### src/rtl/return_stack_module.sv
// return_stack_module: return-address stack feeding the PC stage; RSTACK_CIRCULAR_EN makes push-when-full overwrite the oldest entry
module return_stack_module #(
  parameter int ADDR_W = 11,
  parameter int DEPTH = 8,
  parameter int CNT_W = 4
) (
  input  logic              clk,
  input  logic              reset,
  input  logic              push,
  input  logic              pop,
  input  logic [ADDR_W-1:0] push_addr,
  output logic [ADDR_W-1:0] top,
  output logic [CNT_W-1:0]  count,
  output logic              empty,
  output logic              full,
  output logic              overflow,
  output logic              underflow
);
  localparam int PW = $clog2(DEPTH);
`ifdef RSTACK_CIRCULAR_EN
  localparam bit CIRC = 1'b1;
`else
  localparam bit CIRC = 1'b0;
`endif
  logic [ADDR_W-1:0] mem [DEPTH];
  logic [PW-1:0] wp, tp;
  logic rep, wr, dn;
  assign tp = wp - PW'(1);
  assign empty = count == '0;
  assign full = count == CNT_W'(DEPTH);
  assign top = empty ? '0 : mem[tp];
  assign rep = push & pop & ~empty;
  assign wr = push & ~rep & (~full | CIRC);
  assign dn = pop & ~push & ~empty;
  // array writes: tail call replaces the top, normal push fills the slot at wp
  always_ff @(posedge clk) begin
    if (!reset && rep) mem[tp] <= push_addr;
    else if (!reset && wr) mem[wp] <= push_addr;
  end
  // pointer, occupancy and sticky error flags
  always_ff @(posedge clk) begin
    if (reset) begin
      wp <= '0;
      count <= '0;
      overflow <= 1'b0;
      underflow <= 1'b0;
    end else begin
      if (wr) wp <= wp + PW'(1);
      else if (dn) wp <= tp;
      if (wr && !full) count <= count + CNT_W'(1);
      else if (dn) count <= count - CNT_W'(1);
      if (push && !pop && full) overflow <= 1'b1;
      if (pop && !push && empty) underflow <= 1'b1;
    end
  end
endmodule

### config.mk
export PLATFORM = sky130hd
export DESIGN_NAME = return_stack_module
export DESIGN_NICKNAME = d
export VERILOG_FILES = /design/src/rtl/return_stack_module.sv
export SDC_FILE = /design/constraint.sdc
export NUM_CORES = 1
export LEC_CHECK = 0
export ABC_AREA = 1
export CAP_MARGIN = 0
export CORE_MARGIN = 5
export CORE_UTILIZATION = 55
export CTS_CLUSTER_SIZE = 16
export DETAILED_ROUTE_END_ITERATION = 10
export GPL_TIMING_DRIVEN = 0
export PLACE_DENSITY = 0.76
export SLEW_MARGIN = 20
export SYNTH_ARGS = -nofsm -noshare
export SYNTH_HDL_FRONTEND = slang
export SYNTH_SLANG_ARGS = --single-unit
export TNS_END_PERCENT = 10
### constraint.sdc
create_clock -name clk -period 2.7 [get_ports clk]
set_input_delay 0.27 -clock clk [delete_from_list [all_inputs] [get_ports clk]]
set_output_delay 0.27 -clock clk [all_outputs]
set_load 0.01 [all_outputs]
---- Yosys cells after proc, flatten, opt, wreduce, memory -nomap -nowiden ----
Memories as Yosys holds them, arrays and structs flattened.
Index checks and enable logic that the tools add are counted.
storage, ports and cells
  flip-flop bits (word level) ............. 9
  memory bits (writable) .................. 88
  input port bits ......................... 15
  output and inout bits ................... 19
  word-level logic and storage cells ...... 48
  memories ................................ 1
memory list
  name  depth  bits a word  read ports  clocked after Yosys merged registers in  write ports  RTL line  source
  mem   8      11           1           0                                        1            25        logic [ADDR_W-1:0] mem [DEPTH];
cells by class
  $add $sub $neg .......................... 4
  equal/unequal tests ..................... 1
  mux-type cells .......................... 13
  bitwise gates (word level) .............. 10
  reduce and logical (&&, ||, !) cells .... 15
operators with widths
  cell                   number
  $mux W11               2
  $reduce_or A11 Y1      1
  $mux W3                3
  $mux W4                2
  $logic_and A1 B1 Y1    7
  $and A1 B1 Y1          6
  $mux W1                6
  $add A4 B1 Y4 const B  1
  $eq A4 B4 Y1 const B   1
  $logic_not A1 Y1       4
  $logic_not A4 Y1       1
  $not A1 Y1             4
  $reduce_bool A2 Y1     2
  $sub A4 B1 Y4 const B  1
  $add A3 B1 Y3 const B  1
  $sub A3 B1 Y3 const B  1

---- Logic depth before layout (Yosys ltp) ----
Gate-level depths: netlist (run 1).
  word-level depth ........................ 12
  depth in mapped cells ................... 11
  mapped depth without buffers ............ 11

---- Least setup slack after synthesis (run 1) ----
Ideal clock, no wire load.
  path type ............................... reg2reg
  start ................................... reg wp[0]
  end ..................................... mem mem[2][0], enable pin
  setup time .............................. 378 ps
  arrival time ............................ 2119 ps
  required time ........................... 2322 ps
  slack ................................... 202 ps
  cell stages (with the launch flop) ...... 12
  buffers on the path ..................... 4
  period minus slack after synthesis ...... 2498 ps
  cell sequence ........................... dfxtp_1 > inv_1 > buf_2 > buf_2 > ha_1 > buf_2 > inv_1 > clkbuf_1 > nand2_1 > nand2_1 > nand2_1 > nor2_1
on the way
  word-level cells in the longest chain between the ends .. 2
ends and longest elaborated chain
  element                 RTL line  source
  from (decl)             26        logic [PW-1:0] wp, tp;
  from (signal assigned)  48        if (wr) wp <= wp + PW'(1);
  from (signal assigned)  49        else if (dn) wp <= tp;
  $sub A3 B1 Y3           28        assign tp = wp - PW'(1);
  $mux W3 (no line) *     n/a
  to (decl)               25
Every way passes the cells marked *; elsewhere a longest branch is shown, timed or not.

---- Worst setup path after layout (run 1) ----
  start ................................... reg wp[0]
  end ..................................... out top[9]
on the way
  word-level cells in the longest chain between the ends .. 3
ends and longest elaborated chain
  element         RTL line  source
  $sub A3 B1 Y3   28
  $mem_v2 Z8 W11  n/a
  $mux W11        31        assign top = empty ? '0 : mem[tp];
  to (decl)       12        output logic [ADDR_W-1:0] top,
Every way passes these cells.

==> results of run 1 <==
[synth_stat cells (all sizes together)]
master   n  area [um2]
a21boi   1       7.510
nand3   10       72.57
nor2    95       364.1
o21a     1       7.510
ha       4       50.05
inv     11       41.29
o22ai   11       68.82
nand2   41       171.4
a21oi    9       52.55
clkinv   1       3.750
nor3     1       5.000
o21ai   48       240.2
dfxtp    9       180.2
xnor2    3       33.79
edfxtp  88        2643
buf     14       81.32
o211ai  11       82.58
nand4    7       43.79
clkbuf   7       26.28
fa       1       20.02
[routing by layer]
metal,wire (um),track usage
met1,4042,0.2762
met2,4654,0.3301
met3,804,0.02800
met4,130,0.06816
met5,0,0
[registers in the layout, summed over array words and instances (netlist names)]
register,cells
overflow,1
underflow,1
wp,3
count,4
mem,88
[worst max-delay path, delay by kind of cell (launching register included)]
kind            cells  cell delay (ns)
fa+ha+maj           1             0.22
flops               1             0.33
compound gates      2             0.22
simple gates        2             0.20
buf+inv             8             0.98
[through the flow]
stage	setup WS [ns]	total power [mW]	instance area (um2)	hold WS, ns
floorplan	0.2023	3.387	4195	0.3391
global placement	-0.7212	4.325	4649	0.4466
detailed placement	-0.8017	4.382	4649	0.4600
CTS	-0.03743	5.331	4926	0.4844
global route	-0.02343	5.747	4950	0.5209
finish	0.08853	5.410	4950	0.4788
[report_power, final]
part / internal, mW / switching, mW
clock: 0.433 / 0.498
combinational: 1.01 / 1.57
sequential: 1.82 / 0.0823
[kinds of logic after synthesis]
group,synth area share
fa+ha+maj,0.01670
buf+inv,0.03638
flops,0.6728
compound gates,0.1095
simple gates,0.1566
xor+xnor,0.008054
[repair_timing]
| action | 4_1_cts | 5_1_grt |
|---|---|---|
| endpoints found under the setup margin | 99 | 42 |
| buffers inserted | 3 | 2 |
| pin swaps | 2 | 4 |
| gates cloned | 0 | 1 |
| resized for setup | 61 | 9 |
[layout make-up]
class                   instances  area [um2]  area share
inverters                      12       45.04    0.009100
repair buffers                 39       340.3     0.06876
multi-input cells             243        1255      0.2535
clock inverters                 6       65.06     0.01314
flip-flops and latches         97        2824      0.5705
well taps                      99       123.9     0.02503
plain buffers                  21       168.9     0.03413
clock buffers                  10       127.6     0.02578
[worst paths after layout]
kind / startpoint / endpoint / slack [ns]
hold / removal: overflow$_SDFFE_PP0P_ / overflow$_SDFFE_PP0P_ / 0.48
setup reg to reg: wp[0]$_SDFFE_PP0P_ / mem[7][4]$_DFFE_PP_ / 0.19
hold reg to reg: overflow$_SDFFE_PP0P_ / overflow$_SDFFE_PP0P_ / 0.48
setup / recovery: wp[0]$_SDFFE_PP0P_ / top[9] / 0.09
==> impl_metrics.csv, run 1 <==
group,metric,value,unit
run_status,outcome,"completed",
die,initial_core_util,0.5723,
placement,hpwlAfterDp,5.925,mm
timing,tightest_slew,0.7416,ns
critical_path,cp_cell_sequence,"inv_1 > buf_6 > buf_6 > ha_4 > buf_6 > inv_2 > buf_8 > buf_12 > o21ai_0 > o22ai_1 > nor2_1 > nor2_1 > buf_2",
clocking,clockRootBuffer,"clkbuf_8",
timing,maxSlewViolCount,0,
die,row_count,31,
pwr,powerDensity,1093,mW/mm2
drt,drt_iter0_drc,265,
critical_path,path_max_fanout,10,
clocking,clkLatencyLatePin,0.36,ns
drt,vias_per_cell,5.696,
final_layout,nets,443,
critical_path,cp_slowest_stage_delay,0.33,ns
die,die_x,97.34,um
synth,synthCells,373,
final_layout,final_common_cell,"edfxtp_1",
drt,drt-pass1-iter-count,5,
critical_path,ff2ff_path_depth,11,
grt,grt_max_degree,17,
synth,synth_fp_nets,393,
clocking,cts_made_buffers,9,
final_layout,stdcell_count,527,
grt,grt_use_total,0.2008,
placement,placed_cells,505,
placement,io_buffers,33,
timing,rsz0062_at_grt,"yes",
clocking,clock-sinks,97,
die,die_height,97.34,um
placement,routabilityCongestion,0.8261,
drt,dr_total_vias,3002,
synth,avgSynthCellArea,11.25,um2
timing,finalSetupTns,0,ns
clocking,htreeDepth,3,
drt,routed_wl,9.632,mm
final_layout,antenna_cells,0,
final_layout,final_cell_mix,"88 x edfxtp_1, 85 x nor2_1, 39 x o21ai_0",
synth,synth_warnings,0,
drt,ant_nets,0,
timing,finalHoldViolations,0,
hold_path,hold_depth,1,
final_layout,fill_cells,517,
critical_path,critPathArrivalTime,2.34,ns
pwr,leakage,1.787,nW
timing,fmax,382.9,MHz
timing,fin_crit_sh,0.9672,
drt,drc,0,
critical_path,endpoint_kind,"primary output",
clocking,hold_buffers,0,
timing,setup_violations,0,
critical_path,start_kind,"flip-flop",
final_layout,post-route-util,0.6752,
timing,fin_crit,2.611,ns
drt,drt-wirelength-per-cell,18.28,um
synth,yosysSeqAreaShare,0.6728,
hold_path,worstHoldPathType,"reg2reg",
grt,antenna_found_initial,0,
critical_path,worstPathRequired,2.43,ns
timing,skew,0.01401,ns
pwr,ir_worst_vdd,0.0006766,V
timing,slew_headroom,0.5051,
critical_path,slowest_stage,"dfxtp_2",
grt,overflow,0,
final_layout,drive_gt1_frac,0.1565,
die,io_pins,34,
synth,ys_ff_latch,97,
critical_path,crit_path_frequent_cell,"buf_6",
clocking,clk_path_buf_depth,2,
run,drv_cap,0,
die,die_area,0.009474,mm2
synth,synth_area,0.004195,mm2
grt,grt_pass1_wl,14.63,mm
synth,yosysUniqueCellTypes,30,
clocking,clkSlewWorstSetupHoldPaths,0.10,ns
grt,grt_pass1_vias,2832,
critical_path,critPathKind,"reg2out",
clocking,cts_tree,"done",
final_layout,area_growth,17.98,%
die,coreArea,0.007331,mm2
No activity file was read; power rests on OpenSTA's default activity.
==> run 2: changes to the inputs <==
- CORE_ASPECT_RATIO: not set -> 2
- GPL_TIMING_DRIVEN: 0 -> not set
==> impl_metrics.csv, run 2 (synthesis gave the netlist of run 1 again) <==
group,metric,value,unit
critical_path,worstReg2RegStart,"count[0]$_SDFFE_PP0P_",
final_layout,area_growth,20.73,%
final_layout,drive_gt1_frac,0.1140,
final_layout,largest_reg_flops,88,
timing,tightest_slew,0.4736,ns
final_layout,stdcell_count,515,
timing,layout_setup_ws,0.05977,ns
critical_path,slowest_stage,"clkdlybuf4s50_1",
clocking,cts_tree,"done",
pwr,power_frac_seq,0.331,
clocking,clock-sinks,97,
timing,finalHoldViolations,0,
pwr,totalPowerFinal,5.734,mW
die,coreArea,0.007545,mm2
timing,fmax,378.8,MHz
critical_path,critPathKind,"reg2out",
drt,dr_total_vias,2911,
grt,antenna_found_initial,0,
critical_path,path_max_fanout,20,
final_layout,nets,436,
pwr,clkPwrFrac,0.249,
timing,maxSlewViolCount,0,
die,row_count,45,
grt,grt_use_total,0.1943,
pwr,leakage,1.887,nW
drt,routed_wl,8.658,mm
placement,io_buffers,33,
clocking,htreeDepth,3,
final_layout,final_cell_mix,"94 x nor2_1, 88 x edfxtp_1, 39 x o21ai_0",
die,die_area,0.009580,mm2
critical_path,cp_cell_sequence,"inv_1 > ha_4 > buf_8 > o21ai_0 > o211ai_1 > nand2_1 > nor2_1 > clkdlybuf4s50_1",
critical_path,crit_buf_inv,3,
drt,drt-pass1-iter-count,4,
clocking,clkLatencyLatePin,0.34,ns
grt,grt_pass1_vias,2929,
drt,drc,0,
timing,fin_crit_sh,0.9779,
critical_path,crit_family,"buffers and inverters",
drt,drt-wirelength-per-cell,16.81,um
timing,slew_headroom,0.6843,
critical_path,cp_slowest_stage_delay,0.55,ns
critical_path,crit_start,"wp[1]$_SDFFE_PP0P_",
clocking,cts_made_buffers,9,
run_status,outcome,"completed",
drt,ant_nets,0,
critical_path,worstPathRequired,2.43,ns
final_layout,fill_cells,571,
drt,vias_per_cell,5.652,
timing,fin_crit,2.640,ns
grt,grt_pass1_wl,14.06,mm
drt,drt_iter0_drc,273,
clocking,clkSlewWorstSetupHoldPaths,0.07,ns
final_layout,final_common_cell,"nor2_1",
clocking,clockRootBuffer,"clkbuf_16",
grt,grt_max_degree,49,
timing,skew,0.005189,ns
run,drv_cap,0,
die,die_x,71.76,um
grt,overflow,0,
hold_path,min_from,"overflow$_SDFFE_PP0P_",
clocking,clk_path_buf_depth,2,
critical_path,endpoint_kind,"primary output",
pwr,internal-power,3.716,mW
pwr,ir_worst_vdd,0.0006527,V
timing,rsz0062_at_grt,"yes",
final_layout,antenna_cells,0,
clocking,hold_buffers,0,
critical_path,start_kind,"flip-flop",
die,io_pins,34,
pwr,p_sw,2.018,mW
critical_path,critPathArrivalTime,2.37,ns
clocking,cts_setup_buffers,0,
pwr,p_comb_frac,0.419,
die,die_height,133.5,um
timing,setup_violations,0,
pwr,powerDensity,1132,mW/mm2
pwr,swShare,0.3520,
final_layout,regMostFlops,"mem",
placement,routabilityCongestion,0.7796,
hold_path,worstHoldPathType,"reg2reg",
placement,hpwlAfterDp,5.639,mm
die,initial_core_util,0.5561,
placement,pre_cts_slack,0.2490,ns
final_layout,top_regs,"mem x88, count x4, wp x3",
placement,placed_cells,499,
## run 2: changes by cell type in the layout (fill, tap and decap cells not counted), moves of 5 or more
cell and change:
buf_4 +11, buf_6 -5, clkbuf_1 -5, clkbuf_8 -11, nor2_1 +9, dlymetal6s2s_1 +5, clkbuf_16 +9, buf_2 -12
nor2_2 -9
## run 2: through the flow
stage	TNS, ns	area [um2]	util	hold slack [ns]
after floorplan	0	4195	-	0.3391
after global placement	0	4686	0.6211	0.4508
after detailed placement	0	4686	0.6211	0.4737
after CTS	-0.04476	5042	0.6683	0.4894
after global routing	-0.05217	5065	0.6713	0.5273
final	0	5065	0.6713	0.4814
## run 2: routing by layer
layer	track usage	wire [um]	vias up
li1	-	-	1401
met1	0.2153	3168	1403
met2	0.3504	4790	87
met3	0.03776	448	20
met4	0.08577	250	0
met5	0	0	-
## run 2: power by group through the flow
| stage | clock (mW) | combinational [mW] | sequential, mW |
|---|---|---|---|
| finish | 1.43 | 2.41 | 1.90 |
| global placement | 0 | 2.35 | 1.93 |
| floorplan | 0 | 1.45 | 1.93 |
| global route | 1.51 | 2.68 | 1.92 |
| CTS | 1.44 | 2.44 | 1.90 |
| detailed placement | 0 | 2.41 | 1.93 |
## run 2: final timing paths
path | cells past startpoint | to | slack [ns]
setup / recovery | 8 | top[4] | 0.06
hold / removal | 1 | overflow$_SDFFE_PP0P_ | 0.48
setup reg to reg | 9 | count[3]$_SDFFE_PP0P_ | 0.48
hold reg to reg | 1 | overflow$_SDFFE_PP0P_ | 0.48
## run 2: final cells by class
class / instances / area (um2) / area share
Sequential cell: 97 / 2823 / 0.5573
Multi-Input combinational cell: 243 / 1232 / 0.2433
Timing Repair Buffer: 53 / 501.7 / 0.09906
Clock buffer: 9 / 225.2 / 0.04447
Tap cell: 94 / 117.6 / 0.02322
Clock inverter: 7 / 116.4 / 0.02297
Inverter: 12 / 48.80 / 0.009634
## run 2: worst reg2reg max path: stages (launching register included)
cell and delay, ns:
dfxtp_1 0.40, nor2_4 0.20, nand2_4 0.18, nand2_4 0.21, nand2_2 0.16, ha_1 0.36
a21oi_1 0.23, nand4_1 0.14, a21oi_1 0.18, nor2_1 0.06
## run 2: what timing repair did
| action | CTS | global route |
|---|---|---|
| gates resized for setup | 7 | 6 |
| setup endpoints to repair | 11 | 9 |
| pin swaps | 1 | 1 |
| cloned | 0 | 0 |
==> run 3: changes to the inputs <==
- ABC_AREA: 1 -> not set
==> impl_metrics.csv, run 3 <==
group,metric,value,unit
timing,whs,0.4837,ns
final_layout,drive_gt1_frac,0.2431,
grt,antenna_found_initial,0,
grt,overflow,0,
timing,rsz0062_at_grt,"yes",
clocking,htreeDepth,3,
synth,avgSynthCellArea,15.94,um2
critical_path,slowest_stage,"clkdlybuf4s50_1",
critical_path,cp_slowest_stage_delay,0.56,ns
pwr,leakage,1.791,nW
synth,synth.most_common_cell,"edfxtp_1",
die,initial_core_util,0.5577,
synth,yosysSeqAreaShare,0.6759,
drt,vias_per_cell,5.955,
timing,tightest_slew,0.7711,ns
final_layout,final_common_cell,"edfxtp_1",
clocking,cts_made_buffers,9,
final_layout,regArea,0.002823,mm2
grt,met2_usage,0.3448,
timing,slew_headroom,0.4854,
grt,grt_pass1_wl,13.94,mm
final_layout,nets,340,
die,die_x,71.62,um
clocking,clockRootBuffer,"clkbuf_16",
timing,setup_violations,0,
pwr,totalPowerFinal,5.469,mW
clocking,clkLatencyLatePin,0.35,ns
critical_path,crit_family,"buffers and inverters",
grt,grt_use_total,0.2000,
run_status,outcome,"completed",
grt,use_met1,0.2325,
critical_path,worstReg2RegStart,"count[0]$_SDFFE_PP0P_",
synth,ys_top_cells_by_count,"88 x edfxtp_1, 24 x nand2_1, 22 x mux4_2, 20 x nor2_1, 14 x a21oi_1",
placement,routabilityCongestion,0.8722,
timing,fin_crit_sh,0.9653,
critical_path,worstPathRequired,2.43,ns
synth,synth_top_area_frac,0.6327,
timing,finalHoldViolations,0,
synth,yosysUniqueCellTypes,43,
synth,synth_warnings,0,
synth,synth_area,0.004177,mm2
clocking,cts_tree,"done",
synth,synth_fp_nets,282,
final_layout,antenna_cells,0,
critical_path,crit_start,"wp[0]$_SDFFE_PP0P_",
clocking,clk_path_buf_depth,2,
grt,grt_use_met3,0.04758,
timing,fmax,383.7,MHz
pwr,powerDensity,1061,mW/mm2
final_layout,top_regs,"mem x88, count x4, wp x3",
drt,drc,0,
synth,synth_ff_type,"edfxtp_1",
drt,drt-wirelength-per-cell,21.01,um
synth,yosys.area.top_type,"edfxtp_1",
synth,ys_ff_latch,97,
grt,grt_max_degree,19,
drt,drt_iter0_drc,179,
placement,hpwlAfterDp,5.710,mm
clocking,clock-sinks,97,
grt,busiest_layer,"met2",
die,row_count,45,
critical_path,cp_cell_sequence,"inv_1 > ha_2 > buf_8 > mux4_2 > nand2_1 > a21oi_1 > clkdlybuf4s50_1",
final_layout,fill_cells,513,
die,coreArea,0.007488,mm2
drt,routed_wl,8.802,mm
die,die_area,0.009542,mm2
final_layout,regMostFlops,"mem",
clocking,clkSlewWorstSetupHoldPaths,0.06,ns
timing,maxSlewViolCount,0,
final_layout,post-route-util,0.6882,
critical_path,endpoint_kind,"primary output",
grt,grt_pass1_vias,2632,
placement,dpl-instance-area,0.004777,mm2
drt,drt-pass1-iter-count,4,
run,drv_cap,0,
drt,dr_total_vias,2495,
drt,ant_nets,0,
synth,async_reset_ff_frac,0,
final_layout,multi_input_area,0.001274,mm2
critical_path,critPathKind,"reg2out",
placement,io_buffers,33,
clocking,hold_buffers,0,
synth,ys_top_cells_by_area,"edfxtp_1 63%, mux4_2 12%, dfxtp_1 4.3%",
hold_path,worstHoldPathType,"reg2reg",
final_layout,final_cell_mix,"88 x edfxtp_1, 28 x clkdlybuf4s50_1, 24 x nand2_1, 24 x buf_4, 22 x mux4_2",
critical_path,start_kind,"flip-flop",
die,die_height,133.2,um
final_layout,area_growth,23.40,%
timing,skew,0.007737,ns
critical_path,path_max_fanout,14,
final_layout,largest_reg_flops,88,
final_layout,post-route-cell-area,0.005154,mm2
timing,finalSetupTns,0,ns
synth,synthCells,262,
die,io_pins,34,
clocking,cts_setup_buffers,0,
timing,fin_crit,2.606,ns
hold_path,min_from,"overflow$_SDFFE_PP0P_",
pwr,ir_worst_vdd,0.0007433,V
critical_path,crit_buf_inv,3,
critical_path,critPathArrivalTime,2.34,ns
synth,synth-edff-count,88,
==> run 3: changes by cell type after synthesis, moves of 7 or more <==
cell	previous run	this run
nor2_1	94	20
a21oi_1	7	14
nand2_1	38	24
o21ai_0	39	2
o21ai_1	9	1
buf_2	11	3
mux4_2	0	22
o211ai_1	11	1
o22ai_1	11	0
==> run 3: cell families (layout without fill, tap and decap cells) <==
family | count (synthesis) | count (layout) | synth area share
compound gates | 39 | 39 | 0.06921
xor+xnor | 5 | 5 | 0.01049
fa+ha+maj | 5 | 5 | 0.01678
buf+inv | 22 | 85 | 0.02426
flops | 97 | 97 | 0.6759
mux | 25 | 25 | 0.1258
simple gates | 69 | 69 | 0.07759
==> run 3: layer usage <==
layer,vias to the layer above,wire length [um]
met2,81,4811
li1,1153,-
met3,10,457
met4,0,166
met5,-,0
met1,1251,3367
==> run 3: worst reg2reg max path: stages (launching register included) <==
cell	delay, ns
dfxtp_1	0.34
or4b_4	0.58
buf_4	0.20
inv_2	0.12
o311a_1	0.19
a211oi_1	0.07
nor2_2	0.62
==> run 3: repair_timing <==
| action | in CTS | in global routing |
|---|---|---|
| pin swaps | 0 | 0 |
| endpoints found under the setup margin | 6 | 25 |
| gates resized for setup | 6 | 10 |
==> run 3: metrics by stage <==
step	cells	setup WS [ns]
2_1_floorplan	262	-0.07830
3_3_place_gp	403	0.09845
3_5_place_dp	403	-0.01311
4_1_cts	419	0.02877
5_1_grt	419	-0.02851
6_report	419	0.09373
==> run 3: final timing paths <==
kind	to	cells past startpoint	slack, ns
min reg2reg	overflow$_SDFFE_PP0P_	2	0.48
max	top[10]	7	0.09
min	overflow$_SDFFE_PP0P_	2	0.48
max reg2reg	mem[1][0]$_DFFE_PP_	6	0.21
==> run 3: layout make-up <==
cell class / instances / area share
flip-flops and latches: 97 / 0.5477
multi-input cells: 143 / 0.2471
repair buffers: 62 / 0.1124
clock buffers: 9 / 0.04370
well taps: 94 / 0.02282
clock inverters: 7 / 0.02112
inverters: 7 / 0.005098
==> run 3: report_power, final <==
part           total [mW]  internal, mW  switching [mW]
combinational        2.17          1.07            1.10
clock                1.39         0.829           0.564
sequential           1.90          1.83          0.0791
